**config.mk**
```make
export PLATFORM = sky130hd
export DESIGN_NAME = lcd_bcd_writer
export DESIGN_NICKNAME = d
export VERILOG_FILES = /design/src/rtl/lcd_pkg.sv /design/src/rtl/lcd_nibble_tx.sv /design/src/rtl/lcd_bcd_writer.sv
export SDC_FILE = /design/constraint.sdc
export NUM_CORES = 1
export LEC_CHECK = 0
export BUFFER_PORTS_ARGS = -buffer_cell sky130_fd_sc_hd__buf_4
export CAP_MARGIN = 20
export CORE_MARGIN = 4
export CORE_UTILIZATION = 60
export DETAILED_ROUTE_END_ITERATION = 10
export PLACE_DENSITY = 0.78
export REMOVE_ABC_BUFFERS = 1
export SLEW_MARGIN = 20
export SYNTH_ARGS = -nofsm -noshare
export SYNTH_HDL_FRONTEND = slang
export SYNTH_SLANG_ARGS = --single-unit
```
**constraint.sdc**
```tcl
create_clock -name clk -period 3.47 [get_ports clk]
set_clock_uncertainty 0.15 [all_clocks]
set_input_delay 0.1735 -clock clk [delete_from_list [all_inputs] [get_ports clk]]
set_output_delay 0.1735 -clock clk [all_outputs]
set_load 0.005 [all_outputs]
```
**src/rtl/lcd_pkg.sv**
```systemverilog
// Shared constants and types for the HD44780 BCD display writer.
// Holds command bytes, ASCII codes, counter width and the top-state enum.
package lcd_pkg;

    localparam int WAIT_W = 20;

    localparam logic [7:0] CMD_FUNC_4BIT = 8'h28;
    localparam logic [7:0] CMD_ENTRY     = 8'h06;
    localparam logic [7:0] CMD_DISP_ON   = 8'h0C;
    localparam logic [7:0] CMD_CLEAR     = 8'h01;
    localparam logic [7:0] CMD_SET_DDRAM = 8'h80;

    localparam logic [7:0] ASCII_ZERO  = 8'h30;
    localparam logic [7:0] ASCII_SPACE = 8'h20;
    localparam logic [7:0] ASCII_Q     = 8'h3F;

    typedef enum logic [2:0] {
        PWR_WAIT,
        INIT,
        CFG,
        IDLE,
        ADDR,
        DIG0,
        DIG1,
        DIG2
    } top_state_t;

    // Non-BCD values show as '?' so a corrupt count is visible.
    function automatic logic [7:0] bcd_ascii(input logic [3:0] v);
        return (v > 4'd9) ? ASCII_Q : (ASCII_ZERO | {4'h0, v});
    endfunction

endpackage

```
**src/rtl/lcd_nibble_tx.sv**
```systemverilog
// HD44780 4-bit transfer engine: one nibble or a full byte plus post-wait.
// Ports: clk, reset (async low), start/nibble_only/rs/tx_byte/post_wait in,
// done (one-cycle, start may be re-asserted in that cycle), lcd_e/lcd_rs/lcd_data out.
module lcd_nibble_tx
    import lcd_pkg::*;
#(
    parameter int E_HIGH_CYC  = 12,
    parameter int NIB_GAP_CYC = 50
) (
    input  logic              clk,
    input  logic              reset,
    input  logic              start,
    input  logic              nibble_only,
    input  logic              rs,
    input  logic [7:0]        tx_byte,
    input  logic [WAIT_W-1:0] post_wait,
    output logic              done,
    output logic              lcd_e,
    output logic              lcd_rs,
    output logic [3:0]        lcd_data
);

    typedef enum logic [2:0] {
        T_IDLE,
        T_SETUP,
        T_EHI,
        T_HOLD,
        T_GAP,
        T_WAIT
    } tx_state_t;

    tx_state_t         state, state_n;
    logic [WAIT_W-1:0] cnt, cnt_n;
    logic [WAIT_W-1:0] wait_r, wait_n;
    logic [3:0]        nib_r, nib_n;
    logic [3:0]        lo_r, lo_n;
    logic              two_r, two_n;
    logic              e_r, e_n;
    logic              rs_r, rs_n;
    logic              load;

    always_ff @(posedge clk or negedge reset) begin
        if (!reset) begin
            state  <= T_IDLE;
            cnt    <= '0;
            wait_r <= '0;
            nib_r  <= 4'h0;
            lo_r   <= 4'h0;
            two_r  <= 1'b0;
            e_r    <= 1'b0;
            rs_r   <= 1'b0;
        end else begin
            state  <= state_n;
            cnt    <= cnt_n;
            wait_r <= wait_n;
            nib_r  <= nib_n;
            lo_r   <= lo_n;
            two_r  <= two_n;
            e_r    <= e_n;
            rs_r   <= rs_n;
        end
    end

    always_comb begin
        state_n = state;
        cnt_n   = cnt;
        wait_n  = wait_r;
        nib_n   = nib_r;
        lo_n    = lo_r;
        two_n   = two_r;
        e_n     = e_r;
        rs_n    = rs_r;
        done    = 1'b0;
        load    = 1'b0;
        unique case (state)
            T_IDLE: load = start;
            T_SETUP: begin
                e_n     = 1'b1;
                cnt_n   = WAIT_W'(E_HIGH_CYC - 1);
                state_n = T_EHI;
            end
            T_EHI: begin
                if (cnt == '0) begin
                    e_n     = 1'b0;
                    state_n = T_HOLD;
                end else begin
                    cnt_n = cnt - WAIT_W'(1);
                end
            end
            // Data/rs stay on the pins through this cycle after E falls.
            T_HOLD: begin
                if (two_r) begin
                    two_n   = 1'b0;
                    cnt_n   = WAIT_W'(NIB_GAP_CYC - 1);
                    state_n = T_GAP;
                end else begin
                    cnt_n   = wait_r - WAIT_W'(1);
                    state_n = T_WAIT;
                end
            end
            T_GAP: begin
                if (cnt == '0) begin
                    nib_n   = lo_r;
                    state_n = T_SETUP;
                end else begin
                    cnt_n = cnt - WAIT_W'(1);
                end
            end
            T_WAIT: begin
                if (cnt == '0) begin
                    done    = 1'b1;
                    state_n = T_IDLE;
                    load    = start;
                end else begin
                    cnt_n = cnt - WAIT_W'(1);
                end
            end
            default: state_n = T_IDLE;
        endcase
        // Loading drives rs/data straight onto the pins: that is the setup cycle.
        if (load) begin
            rs_n    = rs;
            nib_n   = nibble_only ? tx_byte[3:0] : tx_byte[7:4];
            lo_n    = tx_byte[3:0];
            two_n   = !nibble_only;
            wait_n  = post_wait;
            state_n = T_SETUP;
        end
    end

    assign lcd_e    = e_r;
    assign lcd_rs   = rs_r;
    assign lcd_data = nib_r;

endmodule

```
**src/rtl/lcd_bcd_writer.sv**
```systemverilog
// Writes a 3-digit BCD count to the HD44780 LCD after power-on init.
// Ports: clk, reset (async low), upd + hundreds/tens/ones in; ready, busy,
// lcd_rs/lcd_rw/lcd_e/lcd_4..7 out. Define LCD_LZB_EN for leading-zero blanking.
module lcd_bcd_writer
    import lcd_pkg::*;
#(
    parameter int         PWRUP_CYC    = 750000,
    parameter int         E_HIGH_CYC   = 12,
    parameter int         NIB_GAP_CYC  = 50,
    parameter int         CMD_WAIT_CYC = 2000,
    parameter int         CLR_WAIT_CYC = 82000,
    parameter int         INIT_W1_CYC  = 205000,
    parameter int         INIT_W2_CYC  = 5000,
    parameter logic [6:0] DISP_ADDR    = 7'h00
) (
    input  logic       clk,
    input  logic       reset,
    input  logic       upd,
    input  logic [1:0] hundreds,
    input  logic [3:0] tens,
    input  logic [3:0] ones,
    output logic       ready,
    output logic       busy,
    output logic       lcd_rs,
    output logic       lcd_rw,
    output logic       lcd_e,
    output logic       lcd_4,
    output logic       lcd_5,
    output logic       lcd_6,
    output logic       lcd_7
);

    top_state_t        state, state_n;
    logic [1:0]        step, step_n;
    logic [WAIT_W-1:0] pwr_cnt;
    logic              armed;
    logic              pend;
    logic              ready_r;
    logic [1:0]        lat_h, cur_h;
    logic [3:0]        lat_t, cur_t;
    logic [3:0]        lat_o, cur_o;

    logic              upd_ok;
    logic              req;
    logic              start;
    logic              nib_only;
    logic              tx_rs;
    logic [7:0]        tx_byte;
    logic [WAIT_W-1:0] post_wait;
    logic              done;
    logic [3:0]        nib;
    logic [7:0]        dig_h, dig_t, dig_o;

    // armed is low in the first cycle after reset release, dropping that strobe.
    assign upd_ok = upd & armed;
    assign req    = upd_ok | pend;

    always_ff @(posedge clk or negedge reset) begin
        if (!reset) begin
            state   <= PWR_WAIT;
            step    <= 2'd0;
            pwr_cnt <= '0;
            armed   <= 1'b0;
            pend    <= 1'b0;
            ready_r <= 1'b0;
            lat_h   <= 2'd0;
            lat_t   <= 4'd0;
            lat_o   <= 4'd0;
            cur_h   <= 2'd0;
            cur_t   <= 4'd0;
            cur_o   <= 4'd0;
        end else begin
            state   <= state_n;
            step    <= step_n;
            armed   <= 1'b1;
            pwr_cnt <= (state == PWR_WAIT) ? pwr_cnt + WAIT_W'(1) : '0;
            if (state_n == IDLE)
                ready_r <= 1'b1;
            if (upd_ok) begin
                lat_h <= hundreds;
                lat_t <= tens;
                lat_o <= ones;
            end
            // The write in flight uses its own copy, so later strobes only
            // affect the next write.
            if (state == IDLE && req) begin
                pend  <= 1'b0;
                cur_h <= upd_ok ? hundreds : lat_h;
                cur_t <= upd_ok ? tens : lat_t;
                cur_o <= upd_ok ? ones : lat_o;
            end else if (upd_ok) begin
                pend <= 1'b1;
            end
        end
    end

    always_comb begin
        dig_h = bcd_ascii({2'b00, cur_h});
        dig_t = bcd_ascii(cur_t);
        dig_o = bcd_ascii(cur_o);
`ifdef LCD_LZB_EN
        if (cur_h == 2'd0) begin
            dig_h = ASCII_SPACE;
            if (cur_t == 4'd0)
                dig_t = ASCII_SPACE;
        end
`endif
    end

    // Each transition into a sending step issues start with that step's byte.
    always_comb begin
        state_n   = state;
        step_n    = step;
        start     = 1'b0;
        nib_only  = 1'b0;
        tx_rs     = 1'b0;
        tx_byte   = 8'h00;
        post_wait = WAIT_W'(CMD_WAIT_CYC);
        unique case (state)
            PWR_WAIT: begin
                if (pwr_cnt == WAIT_W'(PWRUP_CYC - 1)) begin
                    state_n   = INIT;
                    step_n    = 2'd0;
                    start     = 1'b1;
                    nib_only  = 1'b1;
                    tx_byte   = 8'h03;
                    post_wait = WAIT_W'(INIT_W1_CYC);
                end
            end
            INIT: begin
                if (done) begin
                    start = 1'b1;
                    if (step == 2'd3) begin
                        state_n = CFG;
                        step_n  = 2'd0;
                        tx_byte = CMD_FUNC_4BIT;
                    end else begin
                        step_n   = step + 2'd1;
                        nib_only = 1'b1;
                        tx_byte  = (step == 2'd2) ? 8'h02 : 8'h03;
                        if (step == 2'd0)
                            post_wait = WAIT_W'(INIT_W2_CYC);
                    end
                end
            end
            CFG: begin
                if (done) begin
                    if (step == 2'd3) begin
                        state_n = IDLE;
                    end else begin
                        step_n = step + 2'd1;
                        start  = 1'b1;
                        unique case (step)
                            2'd0:    tx_byte = CMD_ENTRY;
                            2'd1:    tx_byte = CMD_DISP_ON;
                            default: begin
                                tx_byte   = CMD_CLEAR;
                                post_wait = WAIT_W'(CLR_WAIT_CYC);
                            end
                        endcase
                    end
                end
            end
            IDLE: begin
                if (req) begin
                    state_n = ADDR;
                    start   = 1'b1;
                    tx_byte = CMD_SET_DDRAM | {1'b0, DISP_ADDR};
                end
            end
            ADDR: begin
                if (done) begin
                    state_n = DIG0;
                    start   = 1'b1;
                    tx_rs   = 1'b1;
                    tx_byte = dig_h;
                end
            end
            DIG0: begin
                if (done) begin
                    state_n = DIG1;
                    start   = 1'b1;
                    tx_rs   = 1'b1;
                    tx_byte = dig_t;
                end
            end
            DIG1: begin
                if (done) begin
                    state_n = DIG2;
                    start   = 1'b1;
                    tx_rs   = 1'b1;
                    tx_byte = dig_o;
                end
            end
            DIG2: begin
                if (done)
                    state_n = IDLE;
            end
            default: state_n = PWR_WAIT;
        endcase
    end

    lcd_nibble_tx #(
        .E_HIGH_CYC  (E_HIGH_CYC),
        .NIB_GAP_CYC (NIB_GAP_CYC)
    ) u_tx (
        .clk         (clk),
        .reset       (reset),
        .start       (start),
        .nibble_only (nib_only),
        .rs          (tx_rs),
        .tx_byte     (tx_byte),
        .post_wait   (post_wait),
        .done        (done),
        .lcd_e       (lcd_e),
        .lcd_rs      (lcd_rs),
        .lcd_data    (nib)
    );

    // A pending request keeps busy high through its one IDLE cycle.
    assign busy   = (state != IDLE) || pend;
    assign ready  = ready_r;
    assign lcd_rw = 1'b0;
    assign lcd_4  = nib[0];
    assign lcd_5  = nib[1];
    assign lcd_6  = nib[2];
    assign lcd_7  = nib[3];

endmodule

```
# == Word-level counts from Yosys, hierarchy flattened ==
# Cells that the tools add are included.
# op_classes
add_sub_neg,4
multipliers,0
n_div,0
magnitude_cmp,3
eq_ne,28
shifts,0
n_mux,75
bitwise,2
reduce_logical,23
# ops
operator,count
20-bit 2-to-1 mux,3
20-bit one-hot mux with 3 select lines,1
8-bit one-hot mux with 7 select lines,1
18-bit one-hot mux with 3 select lines,1
17-bit 2-to-1 mux,3
4-bit 2-to-1 mux,11
3-bit 2-to-1 mux,14
"20-bit by 1-bit subtractor with 20-bit output, second input constant",2
13-bit 2-to-1 mux,3
6-bit 2-to-1 mux,5
3-bit one-hot mux with 8 select lines,1
"20-bit by 1-bit adder with 20-bit output, second input constant",1
"20-bit == test, second input constant",1
20-bit zero test,1
"3-bit == test, second input constant",6
18-bit 2-to-1 mux,1
3-bit one-hot mux with 6 select lines,1
1-bit 2-to-1 mux,16
"3-bit by 2-bit == test with 1-bit output, second input constant",5
2-bit 2-to-1 mux,7
2-bit nonzero test,5
"3-bit by 1-bit != test with 1-bit output, second input constant",3
"4-bit greater-than comparator, second input constant",2
8-bit 2-to-1 mux,1
26 further kinds,40
# totals
ff_bits,102
latchBits,0
mem_bits_rw,0
romBits,0
inputBits,13
output_inout_bits,9
memories,0

# == Logic depth before layout (Yosys ltp) ==
# Gate-level depths: netlist of the first run.
# depth
depth_word,9
ltp_mapped,11
ltp_nobuf,8

# == Modules after synthesis ==
# From an unflattened synthesis of the first run, not the netlist that was laid out.
# hier_totals
cells_unflattened,621
hier_area_um2,5850.6
# modules_own_cells
module,n_inst,cells_per_inst,area_each_um2,seq_area_each_um2
lcd_nibble_tx,1,337,3181.8,1351.3
lcd_bcd_writer,1,284,2668.8,1201.2

# == Worst setup path after synthesis of the first run ==
# OpenSTA, ideal clock, no wires.
# synth_timing
kind,register to register
start,register u_tx.cnt[2]
end,register u_tx.cnt[14]
setup_time_ns,0.121
t_arrival_ns,2.233
required_ns,3.199
setup_slack_ns,0.967
path_stages_with_launch,8
n_path_buf,1
path_cell_list,dfrtp_1 > or4_1 > buf_4 > or4_4 > or3_4 > o21ai_1 > o21ai_1 > a22o_1
# synth_via
elab_chain_cells,3
elab_cells_between_ends,6
# synth_lines
element,line_no,rtl
start: declaration,lcd_nibble_tx.sv:33,"logic [WAIT_W-1:0] cnt, cnt_n;"
start signal: assignment,lcd_nibble_tx.sv:54,cnt <= cnt_n;
20-bit by 1-bit subtractor with 20-bit output or 20-bit zero test (tied branches),--,
20-bit 2-to-1 mux or 2-bit != test (tied branches),--,
20-bit one-hot mux with 3 select lines or 2-bit AND reduction (tied branches),--,
# Several ways; a longest one is shown, not always the timed one. The select of a mux whose other input is x is not followed.
# A chain may end at the register's enable or synchronous reset.

# == Worst setup path in the final report of the first run ==
# layout_timing
start,register u_tx.cnt[2]
end,register u_tx.wait_r[10]
# layout_via
elab_chain_cells,7
elab_cells_between_ends,11
# layout_lines
element,line_no,rtl
20-bit zero test (*),lcd_nibble_tx.sv:110,if (cnt == '0) begin
1-bit 2-to-1 mux,lcd_nibble_tx.sv:110,
1-bit 2-to-1 mux,lcd_nibble_tx.sv:75,unique case (state)
"1-bit 2-to-1 mux, on equally long branches",--,
1-bit one-hot mux with 4 select lines,lcd_bcd_writer.sv:119,unique case (state)
1-bit 2-to-1 mux,lcd_nibble_tx.sv:110,
1-bit one-hot mux with 2 select lines,lcd_nibble_tx.sv:75,
end signal: assignment,lcd_nibble_tx.sv:55,wait_r <= wait_n;
end: declaration,lcd_nibble_tx.sv:34,"logic [WAIT_W-1:0] wait_r, wait_n;"
# Mark *: on every way between the ends. The rest lies on a longest branch, timed or not.

==> flow_metrics.env, run 1 <==
export IMPL_synth_cell_types=72
export IMPL_maximum_vdd_drop_mv=0.337
export IMPL_finalHoldViolCount=0
export IMPL_cts_root_buf="sky130_fd_sc_hd__clkbuf_8"
export IMPL_mappedNetlistArea_um2=5190
export IMPL_yosys_warnings=0
export IMPL_post_cts_repair_setup_buffers=0
export IMPL_drv_slew=0
export IMPL_register_bit_count_reported_by_yosys=92
export IMPL_ys_seq_area_share_pct=44.3
export IMPL_stdcell_count=691
export IMPL_globalplace_congestion=0.866
export IMPL_clock_sinks=92
export IMPL_netSwitchingPower_uw=418
export IMPL_cp_cell_sequence="or4_1 > nor4_4 > and2_2 > nand3_1 > a221o_1 > mux2_2"
export IMPL_synth_largest_type_area_fraction_pct=44.3
export IMPL_finalSetupViolations=0
export IMPL_outcome="complete, no violations"
export IMPL_post_cts_hold_buffer_count=11
export IMPL_holdWs_ns=0.120
export IMPL_io_buffer_count=20
export IMPL_async_flop_share_pct=100
export IMPL_worst_hold_path_type="input pin to flop"
export IMPL_tritoncts="yes"
export IMPL_wirelength_um=11600
export IMPL_internal_power_mw=1.48
export IMPL_core_area_um2=8300
export IMPL_dp_hpwl_um=8240
export IMPL_dr_pass1_iters=7
export IMPL_worst_endpoint_required_ns=3.56
export IMPL_min_period_ns=2.88
export IMPL_timing_critical_path_from="u_tx.cnt[2]"
export IMPL_design_portCount=22
export IMPL_detailroute_via_count=4329
export IMPL_power_switching_share_pct=22.1
export IMPL_chipHeight_um=101
export IMPL_crit_fanout=13
export IMPL_critical_path_reg2reg_startpoint="u_tx.cnt[2]"
export IMPL_die_area_um2=10200
export IMPL_clock_insertion_delay_worst_skew_ns=0.36
export IMPL_grt_overflow=0
export IMPL_die_w_um=101
export IMPL_fin_setup_tns_ns=0
export IMPL_synth_avg_cell_area_um2=9.34
export IMPL_placed_cells_incl_taps=664
export IMPL_ant_nets=0
export IMPL_grtUsageTotal_pct=23.8
export IMPL_hp_start="upd"
export IMPL_fin_nets=606
export IMPL_layout_drive_gt1_share_pct=13.8
export IMPL_initial_core_util_pct=62.6
export IMPL_power_density_cell_area_nw_per_um2=329
export IMPL_max_slew_margin_pct=37.7
export IMPL_worst_path_max_delay_cell="sky130_fd_sc_hd__or4_1"
export IMPL_critical_path_startpoint_type="flop"
export IMPL_numCtsBuffers=9
export IMPL_detail_route_iter0_violations=325
export IMPL_postSynthCellCount=556
export IMPL_cp_data_arrival_time_ns=2.97
export IMPL_end_kind="flop"
export IMPL_clock_slew_at_reported_path_ffs_ns=0.09
export IMPL_areaGrowthSynthToFinish_pct=10.7
export IMPL_p_clk_share_pct=38.8
export IMPL_wl_per_cell_um=16.8
export IMPL_synthTopCellsByArea="sky130_fd_sc_hd__dfrtp_1 44%, sky130_fd_sc_hd__nand2_1 4.8%, sky130_fd_sc_hd__nor2_1 3.3%, sky130_fd_sc_hd__o21ai_0 3.3%, sky130_fd_sc_hd__mux2_2 3.3%"
export IMPL_grt_pass1_wl_um=19500
export IMPL_antenna_diode_count=0
export IMPL_combPwrFrac_pct=3.5
export IMPL_number_of_flops_mapped_to_enable_cells_by_yosys=0
export IMPL_leakage_power_nw=2.50
export IMPL_cts_path_max_buffers=2
export IMPL_power_share_sequential_pct=57.7
export IMPL_critical_path_class="flop to flop"
export IMPL_unrepaired_setup_endpoints_after_global_routing="no"
export IMPL_max_cap_violations=0
export IMPL_post_drt_via_cell_ratio=6.26
export IMPL_min_period_over_period_pct=82.9
export IMPL_cts_max_level=3
export IMPL_finish_utilization_pct=69.3
export IMPL_synth_largest_area_cell="sky130_fd_sc_hd__dfrtp_1"
export IMPL_synth_flop_cell="sky130_fd_sc_hd__dfrtp_1"
export IMPL_core_rowCount=33
export IMPL_via_count_of_the_first_global_routing_pass=4153
export IMPL_f_max_mhz=348
export IMPL_largest_net_degree_at_the_start_of_global_routing=90
export IMPL_detail_route_drc_violations=0
export IMPL_antenna_found_initial=0
export IMPL_timing_worst_slew_pin_value_ns=0.928
export IMPL_cts_resized=0
export IMPL_critical_path_max_stage_delay_ns=0.72
## per-stage QoR
step / cell area, um^2 / total power, mW / worst slack [ns]
floorplan: 5060 / 1.14 / 0.388
CTS: 5750 / 1.91 / 0.596
detailed placement: 5440 / 1.17 / 0.629
global route: 5750 / 1.97 / 0.472
global placement: 5440 / 1.17 / 0.700
finish: 5750 / 1.89 / 0.595
## logic make-up after synthesis
group,share of synthesized area [%]
simple gates,20.7
mux,4.02
compound gates,19.5
fa+ha+maj,2.89
xor+xnor,4.55
flops,44.3
buf+inv,3.85
other cells,0.145
## state kept, by name, indices dropped and copies added, names as in the netlist, 2 cells and up
register and count:
lat_t 4, u_tx.cnt 20, u_tx.wait_r 10, u_tx.lcd_data 4, state 3, cur_t 4
u_tx.lo_r 4, pwr_cnt 20, lat_o 4, cur_o 4, lat_h 2, u_tx.state 3
step 2, cur_h 2
## path summary, 6_finish.rpt
| check | endpoint | slack, ns | cells past startpoint |
|---|---|---|---|
| max in group asynchronous | u_tx.wait_r[14] | 2.33 | 2 |
| setup reg to reg | u_tx.wait_r[10] | 0.59 | 6 |
| min in group asynchronous | u_tx.cnt[13] | 0.25 | 2 |
| hold / removal | pend | 0.12 | 3 |
| setup / recovery | u_tx.wait_r[10] | 0.59 | 6 |
| hold reg to reg | cur_o[0] | 0.34 | 2 |
## routing by layer
layer | part of all wire, % | routed length [um] | GRT usage (%)
met1 | 44 | 5080 | 30.1
met2 | 50 | 5780 | 40.5
met3 | 3.7 | 428 | 3.53
met4 | 2.5 | 295 | 9.92
met5 | 0 | 0 | 0
## layout make-up
type	count	area [um^2]
inverter	19	71.3
timing repair buffer	43	354
clock buffer	11	141
fill	625	2550
clock inverter	5	60.1
sequential	92	2300
multi-input combinational	416	2690
tap	105	131
## power groups by stage
| stage | registers (mW) | clock network (mW) | logic [mW] |
|---|---|---|---|
| after CTS | 1.09 | 0.751 | 0.0677 |
| after detailed placement | 1.12 | 0 | 0.0579 |
| final | 1.09 | 0.735 | 0.0660 |
| after global routing | 1.09 | 0.797 | 0.0765 |
| after floorplan | 1.11 | 0 | 0.0223 |
| after global placement | 1.11 | 0 | 0.0558 |
## cell usage in the layout (no fill, tap or decap), types with 3 or more instances in the layout
cell type	synthesis	routed
sky130_fd_sc_hd__nand4_1	5	5
sky130_fd_sc_hd__nor4_1	7	7
sky130_fd_sc_hd__or3_1	11	11
sky130_fd_sc_hd__nor2b_1	6	6
sky130_fd_sc_hd__o22ai_1	11	11
sky130_fd_sc_hd__a211oi_1	5	5
sky130_fd_sc_hd__inv_1	18	18
sky130_fd_sc_hd__a31oi_1	9	9
sky130_fd_sc_hd__a22o_1	15	15
sky130_fd_sc_hd__clkbuf_8	0	10
sky130_fd_sc_hd__ha_1	12	12
sky130_fd_sc_hd__xnor2_1	12	12
sky130_fd_sc_hd__o32ai_1	4	4
sky130_fd_sc_hd__nor2_1	46	46
sky130_fd_sc_hd__and4_1	3	3
sky130_fd_sc_hd__nand3_1	16	16
sky130_fd_sc_hd__o21ai_0	34	34
sky130_fd_sc_hd__dfrtp_1	92	92
sky130_fd_sc_hd__nand2b_1	5	5
sky130_fd_sc_hd__buf_4	3	31
sky130_fd_sc_hd__and3_1	4	4
sky130_fd_sc_hd__or2_2	3	3
sky130_fd_sc_hd__a221oi_1	6	6
sky130_fd_sc_hd__xor2_1	15	15
sky130_fd_sc_hd__mux2i_1	4	4
sky130_fd_sc_hd__mux2_2	15	15
sky130_fd_sc_hd__o21ai_1	4	4
sky130_fd_sc_hd__nand3b_1	3	3
sky130_fd_sc_hd__o31ai_1	6	6
sky130_fd_sc_hd__o211ai_1	4	4
sky130_fd_sc_hd__nand2_1	67	67
sky130_fd_sc_hd__nor3_1	12	12
sky130_fd_sc_hd__dlygate4sd3_1	0	11
sky130_fd_sc_hd__a21oi_1	25	25
## critical path, delay by kind of cell (launching register included)
kind	cells	cell delay, ns
mux	1	0.26
flops	1	0.44
compound gates	1	0.36
simple gates	4	1.55
## cells in the mapped netlist (5+ instances only)
cell	count
sky130_fd_sc_hd__nand3_1	16
sky130_fd_sc_hd__a21oi_1	25
sky130_fd_sc_hd__xor2_1	15
sky130_fd_sc_hd__dfrtp_1	92
sky130_fd_sc_hd__mux2_2	15
sky130_fd_sc_hd__nand2b_1	5
sky130_fd_sc_hd__nand2_1	67
sky130_fd_sc_hd__buf_2	6
sky130_fd_sc_hd__ha_1	12
sky130_fd_sc_hd__a22o_1	15
sky130_fd_sc_hd__nor3_1	12
sky130_fd_sc_hd__nor2b_1	6
sky130_fd_sc_hd__inv_1	18
sky130_fd_sc_hd__xnor2_1	12
sky130_fd_sc_hd__or3_1	11
sky130_fd_sc_hd__nor4_1	7
sky130_fd_sc_hd__o21ai_0	34
sky130_fd_sc_hd__a31oi_1	9
sky130_fd_sc_hd__a221oi_1	6
sky130_fd_sc_hd__clkbuf_1	18
sky130_fd_sc_hd__nand4_1	5
sky130_fd_sc_hd__o22ai_1	11
sky130_fd_sc_hd__o31ai_1	6
sky130_fd_sc_hd__nor2_1	46
sky130_fd_sc_hd__a211oi_1	5
No activity file was read; power rests on OpenSTA's default activity.
==> inputs of run 2 (changes only) <==
Clock period 3.47 ns to 2.7 ns, I/O delays scaled along.
==> flow_metrics.env, run 2 (synthesis gave the netlist of run 1 again) <==
export IMPL_dr_pass1_iters=5
export IMPL_max_slew_margin_pct=54.7
export IMPL_finalPower_mw=2.38
export IMPL_max_cap_violations=0
export IMPL_layout_top_registers="pwr_cnt x20, u_tx.cnt x20, u_tx.wait_r x10"
export IMPL_finish_utilization_pct=71.5
export IMPL_outcome="complete, no violations"
export IMPL_tritoncts="yes"
export IMPL_cts_root_buf="sky130_fd_sc_hd__clkbuf_8"
export IMPL_maximum_vdd_drop_mv=0.278
export IMPL_placed_cells_incl_taps=686
export IMPL_cp_cell_sequence="or4b_4 > nor4_4 > buf_4 > a31oi_1 > or2_2 > a221o_1 > mux2_2"
export IMPL_drv_slew=0
export IMPL_globalplace_congestion=0.917
export IMPL_wl_per_cell_um=17.3
export IMPL_holdWs_ns=0.145
export IMPL_grt_pass1_wl_um=21100
export IMPL_nFillCells=626
export IMPL_layout_cells_most_common="sky130_fd_sc_hd__dfrtp_1"
export IMPL_worst_path_max_delay_cell="sky130_fd_sc_hd__or4b_4"
export IMPL_ant_nets=0
export IMPL_post_place_setup_slack_ns=-0.000712
export IMPL_end_kind="flop"
export IMPL_die_area_um2=10200
export IMPL_critical_path_max_stage_delay_ns=0.56
export IMPL_cts_max_level=3
export IMPL_post_drt_via_cell_ratio=6.20
export IMPL_detail_route_iter0_violations=267
export IMPL_critical_path_n_buffers_inverters=1
export IMPL_place_area_um2=5610
export IMPL_power_density_cell_area_nw_per_um2=402
export IMPL_antenna_found_initial=0
export IMPL_design_portCount=22
export IMPL_path_delay_family="simple AND/OR/NAND/NOR gates"
export IMPL_min_period_over_period_pct=96.0
export IMPL_detail_route_drc_violations=0
export IMPL_chipHeight_um=101
export IMPL_initial_core_util_pct=62.6
export IMPL_clock_slew_at_reported_path_ffs_ns=0.09
export IMPL_numCtsBuffers=9
export IMPL_areaGrowthSynthToFinish_pct=14.2
export IMPL_finalHoldViolCount=0
export IMPL_fin_setup_tns_ns=0
export IMPL_min_period_ns=2.59
export IMPL_crit_fanout=4
export IMPL_fin_nets=628
export IMPL_io_buffer_count=20
export IMPL_leakage_power_nw=2.62
export IMPL_dp_hpwl_um=8690
export IMPL_stdcell_count=713
export IMPL_largest_net_degree_at_the_start_of_global_routing=54
export IMPL_layout_drive_gt1_share_pct=17.8
export IMPL_most_common_layout_cells="92 x sky130_fd_sc_hd__dfrtp_1, 67 x sky130_fd_sc_hd__nand2_1, 53 x sky130_fd_sc_hd__buf_4, 46 x sky130_fd_sc_hd__nor2_1, 34 x sky130_fd_sc_hd__o21ai_0"
export IMPL_clock_insertion_delay_worst_skew_ns=0.36
export IMPL_setup_ws_ns=0.108
export IMPL_die_w_um=101
export IMPL_core_rowCount=33
export IMPL_cp_data_arrival_time_ns=2.68
export IMPL_grtUsageTotal_pct=25.7
export IMPL_timing_worst_slew_pin_value_ns=0.673
export IMPL_f_max_mhz=386
export IMPL_detailroute_via_count=4418
export IMPL_fin_area_um2=5930
export IMPL_antenna_diode_count=0
export IMPL_worst_endpoint_required_ns=2.79
export IMPL_core_area_um2=8300
export IMPL_cts_path_max_buffers=2
export IMPL_worst_hold_path_type="input pin to asynchronous set/reset pin"
export IMPL_finalSetupViolations=0
export IMPL_wirelength_um=12300
export IMPL_critical_path_startpoint_type="flop"
export IMPL_via_count_of_the_first_global_routing_pass=4401
export IMPL_post_cts_repair_setup_buffers=0
export IMPL_clock_sinks=92
export IMPL_critical_path_class="flop to flop"
export IMPL_grt_overflow=0
==> run 2: changes by cell type in the layout (fill, tap and decap cells not counted), sizes merged <==
cell	before	now
clkinvlp	1	3
bufinv	1	0
inv	19	18
buf	32	54
==> run 2: layout make-up <==
| cell class | count | area (um^2) | share of cell area [%] |
|---|---|---|---|
| clock buffer | 11 | 151 | 2.55 |
| clock inverter | 5 | 36.3 | 0.612 |
| inverter | 19 | 71.3 | 1.20 |
| multi-input combinational | 416 | 2710 | 45.7 |
| sequential | 92 | 2300 | 38.8 |
| tap | 105 | 131 | 2.21 |
| timing repair buffer | 65 | 528 | 8.90 |
==> run 2: final timing paths <==
path                       startpoint               to  slack, ns  cells after the start
setup / recovery           pwr_cnt[9]  u_tx.wait_r[10]       0.11                      7
hold / removal                  reset    u_tx.state[0]       0.15                      2
setup reg to reg           pwr_cnt[9]  u_tx.wait_r[10]       0.11                      7
hold reg to reg            pwr_cnt[0]       pwr_cnt[0]       0.34                      1
max in group asynchronous       reset         state[0]       1.60                      3
min in group clk                  upd             pend       0.15                      4
==> run 2: timing repair <==
action	in CTS	in global routing
hold buffers	11	0
resized for setup	1	4
cloned	0	0
endpoints found under the setup margin	5	7
endpoints found under the hold margin	59	0
==> run 2: metal layers <==
metal	part of all wire [%]	up-vias	global-route usage (%)
met5	0	-	0
li1	-	2102	-
met2	51	144	43.7
met4	2.0	0	9.92
met1	42	2145	32.7
met3	4.5	27	4.29
==> run 2: power by group <==
part	internal, mW	switching (mW)
Combinational	0.0429	0.0469
Clock	0.385	0.503
Sequential	1.40	0.00674
